### src/rtl/uart_pkg.sv
// uart_pkg: shared types, baud-rate codes and config decode helpers for the UART transmitter
package uart_pkg;
  typedef enum logic [1:0] {PAR_NONE, PAR_EVEN, PAR_ODD} parity_t;
  localparam logic [2:0] BPS_9600   = 3'd0;
  localparam logic [2:0] BPS_19200  = 3'd1;
  localparam logic [2:0] BPS_38400  = 3'd2;
  localparam logic [2:0] BPS_57600  = 3'd3;
  localparam logic [2:0] BPS_115200 = 3'd4;
  function automatic int baud_div(input int clk_hz, input logic [2:0] code);
    int baud;
    baud = code == BPS_19200 ? 19200 : code == BPS_38400 ? 38400 :
           code == BPS_57600 ? 57600 : code == BPS_115200 ? 115200 : 9600;
    return (clk_hz + baud / 2) / baud;
  endfunction
  function automatic logic [2:0] last_bit(input logic [1:0] data_bits);
    return 3'd4 + {1'b0, data_bits};
  endfunction
  function automatic parity_t par_decode(input logic [1:0] parity);
    return parity == 2'b01 ? PAR_EVEN : parity == 2'b10 ? PAR_ODD : PAR_NONE;
  endfunction
endpackage

### src/rtl/uart_fifo.sv
// uart_fifo: byte-wide synchronous FIFO
//   clk, rst_n (async, active low); i_push/i_data write; i_pop advances head;
//   o_data head entry, o_full, o_empty, o_level entries stored
module uart_fifo #(
  parameter int DEPTH = 4
) (
  input  logic                     clk,
  input  logic                     rst_n,
  input  logic                     i_push,
  input  logic [7:0]               i_data,
  input  logic                     i_pop,
  output logic [7:0]               o_data,
  output logic                     o_full,
  output logic                     o_empty,
  output logic [$clog2(DEPTH):0]   o_level
);
  localparam int AW = $clog2(DEPTH);
  localparam int LW = AW + 1;
  logic [7:0]    r_mem [DEPTH];
  logic [AW-1:0] r_wr, r_rd;
  logic [LW-1:0] r_level;
  assign o_data  = r_mem[r_rd];
  assign o_full  = r_level == LW'(DEPTH);
  assign o_empty = r_level == '0;
  assign o_level = r_level;
  always_ff @(posedge clk) begin
    if (i_push) r_mem[r_wr] <= i_data;
  end
  always_ff @(posedge clk or negedge rst_n) begin
    if (!rst_n) begin
      r_wr    <= '0;
      r_rd    <= '0;
      r_level <= '0;
    end else begin
      if (i_push) r_wr <= r_wr + AW'(1);
      if (i_pop) r_rd <= r_rd + AW'(1);
      r_level <= r_level + LW'(i_push) - LW'(i_pop);
    end
  end
endmodule

### src/rtl/uart_tx_cfg.sv
// uart_tx_cfg: configurable UART transmitter with input FIFO and valid/ready write port
//   clk, rst_n (async, active low); s_valid/s_ready/s_data byte write port;
//   data_bits, parity, stop2, bps frame config, sampled at frame start;
//   q serial line (idle high); busy frame active or FIFO non-empty; fifo_level entries stored
module uart_tx_cfg
  import uart_pkg::*;
#(
  parameter int CLK_HZ     = 50_000_000,
  parameter int FIFO_DEPTH = 4
) (
  input  logic                          clk,
  input  logic                          rst_n,
  input  logic                          s_valid,
  output logic                          s_ready,
  input  logic [7:0]                    s_data,
  input  logic [1:0]                    data_bits,
  input  logic [1:0]                    parity,
  input  logic                          stop2,
  input  logic [2:0]                    bps,
  output logic                          q,
  output logic                          busy,
  output logic [$clog2(FIFO_DEPTH):0]   fifo_level
);
  localparam int CW = $clog2(baud_div(CLK_HZ, BPS_9600));
  // bit-time limits are stored as DIV-1 so the counter width covers them exactly
  localparam logic [CW-1:0] L0 = CW'(baud_div(CLK_HZ, BPS_9600) - 1);
  localparam logic [CW-1:0] L1 = CW'(baud_div(CLK_HZ, BPS_19200) - 1);
  localparam logic [CW-1:0] L2 = CW'(baud_div(CLK_HZ, BPS_38400) - 1);
  localparam logic [CW-1:0] L3 = CW'(baud_div(CLK_HZ, BPS_57600) - 1);
  localparam logic [CW-1:0] L4 = CW'(baud_div(CLK_HZ, BPS_115200) - 1);
  localparam logic [2:0] S_IDLE = 3'd0, S_START = 3'd1, S_DATA = 3'd2, S_PARITY = 3'd3, S_STOP = 3'd4;
  logic [7:0]    w_head, w_mask;
  logic          w_empty, w_full, w_pop, w_tick, w_end;
  logic [2:0]    w_last;
  logic [CW-1:0] w_lim;
  parity_t       w_par;
  logic [2:0]    r_state, r_idx, r_last;
  logic [CW-1:0] r_cnt, r_lim;
  logic [7:0]    r_shift;
  logic          r_par_en, r_par_bit, r_stop2, r_stop_hi, r_q;
  uart_fifo #(.DEPTH(FIFO_DEPTH)) u_fifo (
    .clk     (clk),
    .rst_n   (rst_n),
    .i_push  (s_valid && s_ready),
    .i_data  (s_data),
    .i_pop   (w_pop),
    .o_data  (w_head),
    .o_full  (w_full),
    .o_empty (w_empty),
    .o_level (fifo_level)
  );
  assign s_ready = !w_full;
  assign q       = r_q;
  assign busy    = r_state != S_IDLE || fifo_level != '0;
  assign w_tick  = r_cnt == r_lim;
  // r_stop_hi marks the second stop-bit period so the counter never needs 2*DIV range
  assign w_end   = r_state == S_STOP && w_tick && (!r_stop2 || r_stop_hi);
  assign w_pop   = !w_empty && (r_state == S_IDLE || w_end);
  assign w_last  = last_bit(data_bits);
  assign w_mask  = 8'hFF >> (3'd7 - w_last);
  assign w_par   = par_decode(parity);
  assign w_lim   = bps == BPS_19200 ? L1 : bps == BPS_38400 ? L2 :
                   bps == BPS_57600 ? L3 : bps == BPS_115200 ? L4 : L0;
  always_ff @(posedge clk or negedge rst_n) begin
    if (!rst_n) begin
      r_state   <= S_IDLE;
      r_cnt     <= '0;
      r_lim     <= '0;
      r_idx     <= '0;
      r_last    <= '0;
      r_shift   <= '0;
      r_par_en  <= 1'b0;
      r_par_bit <= 1'b0;
      r_stop2   <= 1'b0;
      r_stop_hi <= 1'b0;
      r_q       <= 1'b1;
    end else begin
      r_cnt <= (r_state == S_IDLE || w_tick) ? '0 : r_cnt + CW'(1);
      if (w_pop) begin
        r_state   <= S_START;
        r_q       <= 1'b0;
        r_shift   <= w_head & w_mask;
        r_last    <= w_last;
        r_lim     <= w_lim;
        r_par_en  <= w_par != PAR_NONE;
        r_par_bit <= ^(w_head & w_mask) ^ (w_par == PAR_ODD);
        r_stop2   <= stop2;
        r_stop_hi <= 1'b0;
      end else if (w_tick) begin
        case (r_state)
          S_START: begin
            r_q     <= r_shift[0];
            r_shift <= r_shift >> 1;
            r_idx   <= '0;
            r_state <= S_DATA;
          end
          S_DATA: begin
            if (r_idx == r_last) begin
              r_q       <= r_par_en ? r_par_bit : 1'b1;
              r_state   <= r_par_en ? S_PARITY : S_STOP;
              r_stop_hi <= 1'b0;
            end else begin
              r_q     <= r_shift[0];
              r_shift <= r_shift >> 1;
              r_idx   <= r_idx + 3'd1;
            end
          end
          S_PARITY: begin
            r_q       <= 1'b1;
            r_state   <= S_STOP;
            r_stop_hi <= 1'b0;
          end
          S_STOP: begin
            if (w_end) r_state <= S_IDLE;
            else r_stop_hi <= 1'b1;
          end
          default: ;
        endcase
      end
    end
  end
endmodule

### config.mk
export PLATFORM = sky130hd
export DESIGN_NAME = uart_tx_cfg
export DESIGN_NICKNAME = d
export VERILOG_FILES = /design/src/rtl/uart_pkg.sv /design/src/rtl/uart_fifo.sv /design/src/rtl/uart_tx_cfg.sv
export SDC_FILE = /design/constraint.sdc
export NUM_CORES = 1
export LEC_CHECK = 0
export ABC_AREA = 1
export BUFFER_PORTS_ARGS = -buffer_cell sky130_fd_sc_hd__buf_2
export CORE_MARGIN = 1.5
export CORE_UTILIZATION = 35
export DETAILED_ROUTE_END_ITERATION = 12
export PLACE_DENSITY = 0.54
export SKIP_LAST_GASP = 1
export SLEW_MARGIN = 0
export SYNTH_ARGS = -nofsm -noshare
export SYNTH_HDL_FRONTEND = slang
export SYNTH_SLANG_ARGS = --single-unit
### constraint.sdc
create_clock -name clk -period 6 [get_ports clk]
set_input_delay 0.6 -clock clk [delete_from_list [all_inputs] [get_ports clk]]
set_output_delay 0.6 -clock clk [all_outputs]
set_load 0.005 [all_outputs]
==> results.md, run 1 <==
- Crit path required time: between 6000 and 7000 ps
- Critical path buffers and inverters: 2
- Worst Hold Class: input port to asynchronous set/reset pin
- Setup TNS: 0 ps
- Slew @ Worst Pin: 904 ps
- Post-Synthesis Cells: just under 500
- Most frequent cell on the critical path: ha_1
- Final cell count without fillers: approximately 670
- Leak pwr: 2.27 nW
- PortBufs: 24
- First-pass GRT wire length: 14.1 mm
- DIE WIDTH: around 110 um
- Status: finished, final reports clean
- I/O pin total: 25
- Initial antenna violation count: 0
- Total number of vias: slightly above 3000
- Crit path largest cell delay: just over 400 ps
- Pin count of the biggest net entering global routing: between 50 and 60
- Clock Path Buffers: 2
- Post-Syn Nets: around 520
- Worst Skew: just under 6 ps
- FFs w/ async S/R, synth: about three fifths
- Drt drc: 0
- Worst-Skew Late Latency: between 300 and 400 ps
- GRT Util Overall: 14.2%
- Dominant synthesized flop cell: dfrtp_1
- WL/cell: ~12 um
- Slew Limit Headroom: roughly two fifths
- Setup Fix Bufs, Post-CTS: 0
- Mean post-synth cell area: 8.69 um^2
- Chip height: between 100 and 150 um
- Vias per cell: approximately 4.6
- Yosys warns: 0
- Post-synth EDFFs: 32
- Total core area: 12000 um^2
- FP Rows: 40
- Unrepaired setup endpoints after global routing: false
- Critical Path Slowest Stage Cell: dfrtp_1
- Placed Cells incl. Taps: between 600 and 700
- Yosys cell types: 38
- Critical path capture point type: register
- Seq/Total Area, Yosys: between 50% and 60%
- Crit share post-route: a little under half
- Post-synthesis instance area: 4280 um^2
- Fin crit period: 2730 ps
- Initial Util: between 30% and 40%
- Total grt overflow: 0
- Root buffer cell: clkbuf_16
- Max Clk Rate: 0.366 GHz
- Critical path peak fanout: 37
- Final setup fails: 0
- Cts repair resizes: 0
- Die ar.: between 10000 and 15000 um^2
- Final Slew Violations: 0
- H-tree level count: 3
- CTS Hold Bufs: 0
- Synthesis-stage register bit count: 84
- Max_cap viols: 0
- WP data arrival: 2950 ps
- Antenna cell count: 0
- DRT antenna net count: 0
- Clock sink count: 84
- CP Class: register to register
- Layout cells sized above 1: about an eighth
- CP Launch Type: register
- Num CTS Buffers: 9
- Hold Vio Cnt, Final: 0
- Final GP Congestion: 0.803
- Nets: between 500 and 600
- VDD IR max: 0.272 mV
- P&R area growth vs syn: 12.5%
- Dpl hpwl: between 5 and 6 mm
- Cell Chain, Critical Path: nor2_1, nand2_1, a21oi_1, nand3_2, nand2_4, nand2_8, inv_6, ha_1, inv_1, ha_1, fa_1, xnor2_1, xor2_1
- Critical path's top delay family: simple AND/OR/NAND/NOR gates
- Final wirelength: about 8.2 mm
- First-pass DRT Iterations: 4
- CTS tree: yes
- Power per Cell Area: roughly 470 nW/um^2
- DRT iter0 DRCs: 171
- Vias in the first global route: a little under 3000
- Clock slew at reported path FFs: around 60 ps
worst reg2reg max path, delay by kind of cell, from the launching register on:
family,cells,cell delay (ps)
adder cells (fa/ha/maj),3,720
XOR/XNOR,2,280
flip-flops,1,410
AO/OA/AOI/OAI,1,230
buffers and inverters,2,240
AND/OR/NAND/NOR,5,740
power breakdown:
group / switching (W) / internal, W
sequential: 0.000126 / 0.000763
combinational: 0.000524 / 0.000288
clock: 0.000229 / 0.000324
total: 0.000878 / 0.00138
per-layer routing:
layer  track usage (%)  wire length (um)  up-vias
met5                 0                 0        -
met1              17.7              3850     1429
met2              23.5              3890       39
met4              4.50               118        0
met3              4.57               310       11
li1                  -                 -     1612
cells in the final DEF (no fill, tap or decap), types with 4 or more instances in the layout:
master,instances
edfxtp_1,32
a21oi_1,11
nor3_1,6
nand2_1,154
ha_1,9
buf_2,24
nor2_1,38
o21ai_0,9
dfrtp_1,51
clkbuf_16,9
xor2_1,5
o211ai_2,5
nand3_1,51
o21ai_1,4
inv_1,67
xnor2_1,11
flip-flops by register name, summed over array words and instances, names as in the netlist:
signal,flops
r_stop2,1
r_lim,11
r_par_en,1
r_par_bit,1
r_stop_hi,1
r_cnt,13
r_idx,3
u_fifo.r_wr,2
u_fifo.o_level,3
r_shift,8
u_fifo.r_mem,32
q,1
u_fifo.r_rd,2
r_state,3
r_last,2
synth_stat cells (4+ instances only):
library cell    n  share of area (%)
a21oi_1        11                1.3
edfxtp_1       32                 22
o211ai_2        5                1.5
nand2_1       154                 13
xor2_1          5                1.0
nor3_1          6               0.70
nor2_1         38                3.3
xnor2_1        11                2.2
o21ai_0         9                1.1
nand3_1        51                6.0
dfrtp_1        51                 30
o21ai_1         4               0.47
buf_2           4               0.47
ha_1            9                2.6
inv_1          67                5.9
final timing paths:
path                                     end  slack (ps)  cells after the start        from
min in group clk                     r_stop2         460                      3       stop2
max                        u_fifo.o_level[2]        3270                     13  r_state[0]
min                                 r_cnt[6]         370                      2       rst_n
max reg2reg                u_fifo.o_level[2]        3270                     13  r_state[0]
min reg2reg                          r_stop2         480                      2     r_stop2
max in group asynchronous          r_lim[12]        5170                      2       rst_n
cell type report:
type | instances | area, um^2
fill | 1192 | 7140
sequential | 84 | 2260
multi-input combinational | 328 | 1670
inverter | 71 | 272
clock buffer | 9 | 225
tap | 147 | 184
timing repair buffer | 25 | 128
clock inverter | 7 | 76.3
cells by family after synthesis:
group	Yosys count	synth area share [%]
and+or+nand+nor	265	26.9
DFF	84	52.8
buffers and inverters	81	8.12
AOI/OAI and AO/OA	36	5.55
xor gates and xnor gates	16	3.27
adders and majority gates	10	3.10
muxes	1	0.234
metrics by stage:
stage | power, W | hold WS, ps | area (um^2) | utilization [%] | worst slack (ps)
after floorplan | 0.00156 | 304 | 4280 | - | 3570
after global placement | 0.00171 | 472 | 4520 | 37.8 | 3260
after detailed placement | 0.00173 | 469 | 4520 | 37.8 | 3260
after CTS | 0.00229 | 407 | 4820 | 40.3 | 3240
after global routing | 0.00246 | 440 | 4820 | 40.3 | 2960
final | 0.00225 | 375 | 4820 | 40.3 | 3270
Power figures use the tool's default switching activity.
==> inputs of run 2 (changes only) <==
ABC_AREA = 0   (was 1)
clock period = 2.8 ns   (was 6 ns; I/O delays follow)
==> results.md, run 2 <==
- Sw Pwr: 0.00139 W
- Clock slew at reported path FFs: 60 ps
- Critical path peak fanout: 5
- Synth area leader: dfrtp_1
- Initial antenna violation count: 0
- Post-Synthesis Cells: ~310
- Worst Hold Class: input port to register
- Placed Cells incl. Taps: 480
- Nets: 380
- VDD IR max: roughly 0.46 mV
- DRT iter0 DRCs: between 100 and 150
- Sw Ratio: around a third
- Yosys cell types: 58
- Final setup fails: 0
- Fin crit period: around 2600 ps
- H-tree level count: 3
- Hold Vio Cnt, Final: 0
- Vias in the first global route: 2608
- Critical Path Slowest Stage Cell: dfrtp_1
- Status: finished, final reports clean
- Final wirelength: around 7.8 mm
- Dominant synthesized flop cell: dfrtp_1
- Seq/Total Area, Yosys: roughly 56%
- Worst Skew: roughly 3.7 ps
- Flop pwr share: ~44%
- Post-synthesis instance area: between 4000 and 5000 um^2
- DRT antenna net count: 0
- Critical path capture point type: register
- GR Layer Usage met2: a little under a quarter
- Largest registers: u_fifo.r_mem (32), r_cnt (13), r_lim (11)
- Post-Syn Nets: about 340
- Synth area leaders: dfrtp_1 (32%), edfxtp_1 (24%), xor2_1 (4.8%)
- Cts repair resizes: 0
- Final GP Congestion: 0.763
- Post-synth EDFFs: 32
- Worst-Skew Late Latency: roughly 330 ps
- Antenna cell count: 0
- Comb pwr share: between 30 and 40%
- Num CTS Buffers: 9
- Die ar.: roughly 12000 um^2
- PortBufs: 24
- Power per Cell Area: ~950 nW/um^2
- First-pass DRT Iterations: 6
- Total number of vias: ~2500
- Setup TNS: 0 ps
- Drt drc: 0
- Max FFs per register: 32
- Initial Util: 35.7%
- Synthesis-stage register bit count: 84
- Root buffer cell: clkbuf_16
- CP Class: register to register
- Pint: between 0.003 and 0.004 W
- Yosys warns: 0
- Crit path largest cell delay: approximately 400 ps
- Layout cells sized above 1: between 20 and 25%
- Leak pwr: around 1.9 nW
- Synth top area share: a little under a third
- Most frequent cells in the layout: dfrtp_1 (51), edfxtp_1 (32), buf_2 (24)
- Chip height: 110 um
- CP Launch Type: register
- WL/cell: 15.6 um
- Max Clk Rate: between 0.3 and 0.4 GHz
- Unrepaired setup endpoints after global routing: false
- Total grt overflow: 0
- Total core area: ~11000 um^2
- Slew Limit Headroom: 59.8%
- Synth top cells by count: dfrtp_1 (51), edfxtp_1 (32), xor2_1 (22)
- DIE WIDTH: 110 um
- FP Rows: 39
- WP data arrival: between 2000 and 3000 ps
- P&R area growth vs syn: 15.5%
- Most frequent cell on the critical path: ha_1
- CTS tree: yes
- Max_cap viols: 0
- Crit path required time: approximately 3000 ps
- Pin count of the biggest net entering global routing: 35
- GRT Util Overall: between 10% and 20%
- Met3 usage: under 10%
- Crit share post-route: 93.0%
- Most common cell after layout, fill and taps aside: dfrtp_1
- M1 GR Usage: around 16%
- FFs w/ async S/R, synth: between 60% and 70%
- Clock Path Buffers: 2
- First-pass GRT wire length: around 13 mm
- Vias per cell: between 5 and 6
- Final cell count without fillers: 499
- Slew @ Worst Pin: roughly 600 ps
- GR peak layer: met2
- Clk pwr share: a little over a quarter
- Final Slew Violations: 0
- I/O pin total: 25
- Cell Chain, Critical Path: or3_4, a22oi_4, nand4_4, o21ai_2, nand2_2, inv_2, ha_1, inv_1, ha_1, fa_1, xor2_1, xnor2_1
- Most flops, register: u_fifo.r_mem
- Count leader, synth: dfrtp_1
- Mean post-synth cell area: between 10 and 15 um^2
- Clock sink count: 84
- Dpl hpwl: 5.51 mm
## run 2: changes by cell type after synthesis, moves of 5 or more
cell,delta
nand2_1,-142
inv_1,-57
nand3_1,-39
nor2_1,-19
xor2_1,+17
nand2b_1,+10
o21ai_0,+10
and3_1,+7
a221o_1,+5
mux2_2,+5
o211ai_2,-5
or3_1,+5
## run 2: area by class of cell
class	count	area (um^2)
clock inverters	6	65.1
fillers	1065	6660
repair buffers	39	235
multi-input cells	206	1650
clock buffers	10	229
well taps	143	179
inverters	11	41.3
flip-flops and latches	84	2260
## run 2: logic make-up (layout without fill, tap and decap cells)
kind of cell / Yosys count / in the layout / share of synthesized area, %
adders and majority gates: 10 / 10 / 3.28
AOI/OAI and AO/OA: 52 / 52 / 9.11
and+or+nand+nor: 89 / 89 / 12.2
buffers and inverters: 22 / 66 / 3.10
xor gates and xnor gates: 35 / 35 / 7.96
muxes: 20 / 20 / 8.24
DFF: 84 / 84 / 56.1
## run 2: path summary, 6_finish.rpt
path,startpoint,end,slack (ps),cells after the start
min in group asynchronous,rst_n,r_lim[6],430,2
worst max-delay path,r_lim[11],u_fifo.o_level[2],200,12
worst max register to register,r_lim[11],u_fifo.o_level[2],200,12
worst min register to register,q,q,480,2
worst min-delay path,s_data[6],u_fifo.r_mem[2][6],160,1
max in group asynchronous,rst_n,q,1540,3
## run 2: timing repair
item                       CTS  global route
hold endpoints to repair    18             0
setup endpoints to repair    0             1
hold buffers                 1             0
setup buffers                0             2
## run 2: stage by stage
step / total power (W) / setup slack, ps / cell area (um^2) / util [%] / hold WS (ps)
finish: 0.00441 / 196 / 4660 / 41.2 / 157
CTS: 0.00449 / 105 / 4650 / 41.0 / 142
global route: 0.00469 / 33.7 / 4660 / 41.2 / 147
global placement: 0.00327 / 201 / 4340 / 38.4 / 253
detailed placement: 0.00330 / 118 / 4340 / 38.4 / 260
floorplan: 0.00292 / 11.6 / 4040 / - / -15.6
## run 2: critical path: cells and delay by family, from the launching register on
| family | cells | cell delay (ps) |
|---|---|---|
| simple gates | 3 | 620 |
| compound gates | 2 | 420 |
| xor+xnor | 2 | 290 |
| buf+inv | 2 | 100 |
| flops | 1 | 400 |
| fa+ha+maj | 3 | 660 |
## run 2: per-layer routing
| layer | part of all wire, % | vias up |
|---|---|---|
| met5 | 0 | - |
| met4 | 2.0 | 0 |
| met3 | 3.4 | 12 |
| met2 | 50 | 42 |
| met1 | 44 | 1234 |
| li1 | - | 1215 |
## run 2: power by group through the flow
stage | registers (W) | logic, W | clock network, W
6_report | 0.00192 | 0.00133 | 0.00116
5_1_grt | 0.00197 | 0.00148 | 0.00124
4_1_cts | 0.00193 | 0.00136 | 0.00120
3_5_place_dp | 0.00194 | 0.00136 | 0
3_3_place_gp | 0.00193 | 0.00133 | 0
2_1_floorplan | 0.00185 | 0.00107 | 0
==> inputs of run 3 (changes only) <==
CELL_PAD_IN_SITES_DETAIL_PLACEMENT = 1   (was default)
CELL_PAD_IN_SITES_GLOBAL_PLACEMENT = 1   (was default)
CTS_BUF_LIST = sky130_fd_sc_hd__clkbuf_16   (was default)
PLACE_DENSITY = 0.62   (was 0.54)
clock period = 2.6 ns   (was 2.8 ns; I/O delays follow)
==> results.md, run 3 (synthesis gave the netlist of run 2 again) <==
- Die ar.: approximately 12000 um^2
- Worst setup startpoint: r_lim[11]
- Crit path largest cell delay: 390 ps
- Most common cell after layout, fill and taps aside: dfrtp_1
- Unrepaired setup endpoints after global routing: true
- Sw Ratio: approximately a third
- Max FFs per register: 32
- Dpl hpwl: approximately 6.2 mm
- Critical path's top delay family: adder cells
- Pin count of the biggest net entering global routing: 53
- Worst Hold Class: input port to asynchronous set/reset pin
- Slew Limit Headroom: between 50% and 60%
- Comb pwr share: approximately a third
- Power per Cell Area: between 1000 and 1500 nW/um^2
- Max_cap viols: 0
- Filler cells: 1204
- Status: finished, final reports clean
- PortBufs: 24
- Clock sink count: 84
- WP data arrival: 2800 ps
- Sw Pwr: 0.00165 W
- Drt drc: 0
- Cell Chain, Critical Path: or3_4, a22oi_4, nand4_4, o21ai_2, nand2_2, inv_2, ha_4, inv_2, ha_4, fa_2, xor2_2, xnor2_1
- First-pass DRT Iterations: 4
- Num CTS Buffers: 9
- GRT Util Overall: 15.9%
- Clock Path Buffers: 2
- Flop pwr share: between 40% and 50%
- Design Area, Final: around 4800 um^2
- Placed cell area: 4400 um^2
- Most flops, register: u_fifo.r_mem
- H-tree level count: 3
- DRT iter0 DRCs: between 100 and 150
- Final wirelength: about 9 mm
- Leak pwr: 1.95 nW
- Layout cells sized above 1: 26.2%
- Final GP Congestion: 0.718
- Critical Path Slowest Stage Cell: dfrtp_1
- Pint: around 0.0032 W
- Critical path buffers and inverters: 2
- Total core area: 11300 um^2
- Initial antenna violation count: 0
- Clock slew at reported path FFs: roughly 70 ps
- First-pass GRT wire length: ~15 mm
- Crit share post-route: a little over nine tenths
- Initial Util: a little over a third
- Fin crit period: approximately 2600 ps
- Final cell count without fillers: 505
- Worst-Skew Late Latency: about 340 ps
- Crit path required time: about 2800 ps
- DRT antenna net count: 0
- Sequential cell area: ~2300 um^2
- CP Class: register to register
- P&R area growth vs syn: 17.7%
- Antenna cell count: 0
- Max Clk Rate: slightly below 0.4 GHz
- Slew @ Worst Pin: approximately 720 ps
- Final setup fails: 0
- Total grt overflow: 0
- Total number of vias: between 2000 and 3000
- Root buffer cell: clkbuf_16
- Critical path capture point type: register
- Clk pwr share: between 20% and 30%
- Final Slew Violations: 0
- CP Launch Type: register
- Vias per cell: roughly 5
- Multi-input gate area: 1710 um^2
- DIE WIDTH: around 110 um
- FP Rows: 39
- Worst Skew: between 7 and 8 ps
- Worst hold slack: between 30 and 40 ps
- WL/cell: approximately 18 um
- Worst reg2reg startpoint: r_lim[11]
- Most frequent cells in the layout: dfrtp_1 (51), edfxtp_1 (32), buf_2 (24)
- Placed Cells incl. Taps: ~500
- CTS tree: yes
- I/O pin total: 25
- Nets: 386
- CTS Hold Bufs: 0
- Vias in the first global route: between 2000 and 3000
- VDD IR max: between 0.5 and 0.6 mV
- Hold Vio Cnt, Final: 0
- Chip height: roughly 110 um
- Setup TNS: 0 ps
- Critical path peak fanout: 3
- Largest registers: u_fifo.r_mem (32), r_cnt (13), r_lim (11)
==> run 3: cell count changes in the layout (fill, tap and decap cells not counted), sizes merged <==
cell         previous run  this run
buf                    38        45
bufinv                  1         0
clkbuf                 10         9
clkinv                  3         1
clkinvlp                2         0
dlygate4sd3             1         0
inv                    11        17
==> run 3: repair_timing <==
item                                   4_1_cts  5_1_grt
buffers inserted                             0        3
endpoints found under the hold margin        0        0
setup endpoints to repair                    0        1
gates resized for setup                      0        7
==> run 3: cell type report <==
cell class	count	area share, %
multi-input combinational	206	36.0
timing repair buffer	45	5.84
clock buffer	9	4.74
tap	143	3.76
clock inverter	7	1.18
inverter	11	0.869
sequential	84	47.6
==> run 3: power by group through the flow <==
stage | clock (W) | sequential (W) | combinational (W)
final | 0.00122 | 0.00208 | 0.00158
after global routing | 0.00131 | 0.00214 | 0.00177
after CTS | 0.00126 | 0.00208 | 0.00154
after detailed placement | 0 | 0.00210 | 0.00153
after global placement | 0 | 0.00208 | 0.00148
after floorplan | 0 | 0.00200 | 0.00116
==> run 3: final timing paths <==
| check | to | slack (ps) | depth (start not counted) |
|---|---|---|---|
| worst max-delay path | u_fifo.o_level[2] | 30 | 12 |
| worst min-delay path | r_lim[12] | 40 | 2 |
| worst max register to register | u_fifo.o_level[2] | 30 | 12 |
| worst min register to register | q | 490 | 2 |
| max in group asynchronous | r_cnt[4] | 2090 | 2 |
| min in group clk | u_fifo.r_mem[2][1] | 130 | 1 |
==> run 3: per-stage QoR <==
stage	utilization (%)	total power (W)	setup slack [ps]
final	42.0	0.00489	31.9
after detailed placement	38.8	0.00363	77.9
after CTS	41.3	0.00488	82.5
after global routing	42.0	0.00522	-69.6
after global placement	38.8	0.00356	158
after floorplan	-	0.00316	-65.9
==> run 3: worst reg2reg max path: cells and delay by family (launching register included) <==
family	cells	cell delay [ps]
and+or+nand+nor	3	600
adders and majority gates	3	650
xor gates and xnor gates	2	290
buffers and inverters	2	120
DFF	1	390
AOI/OAI and AO/OA	2	410
==> run 3: metal layers <==
metal / track usage, % / wire, um / vias to the layer above
met5: 0 / 0 / -
met4: 4.10 / 124 / 0
met3: 4.45 / 246 / 9
met2: 28.6 / 4800 / 31
met1: 18.5 / 3830 / 1316
li1: - / - / 1216
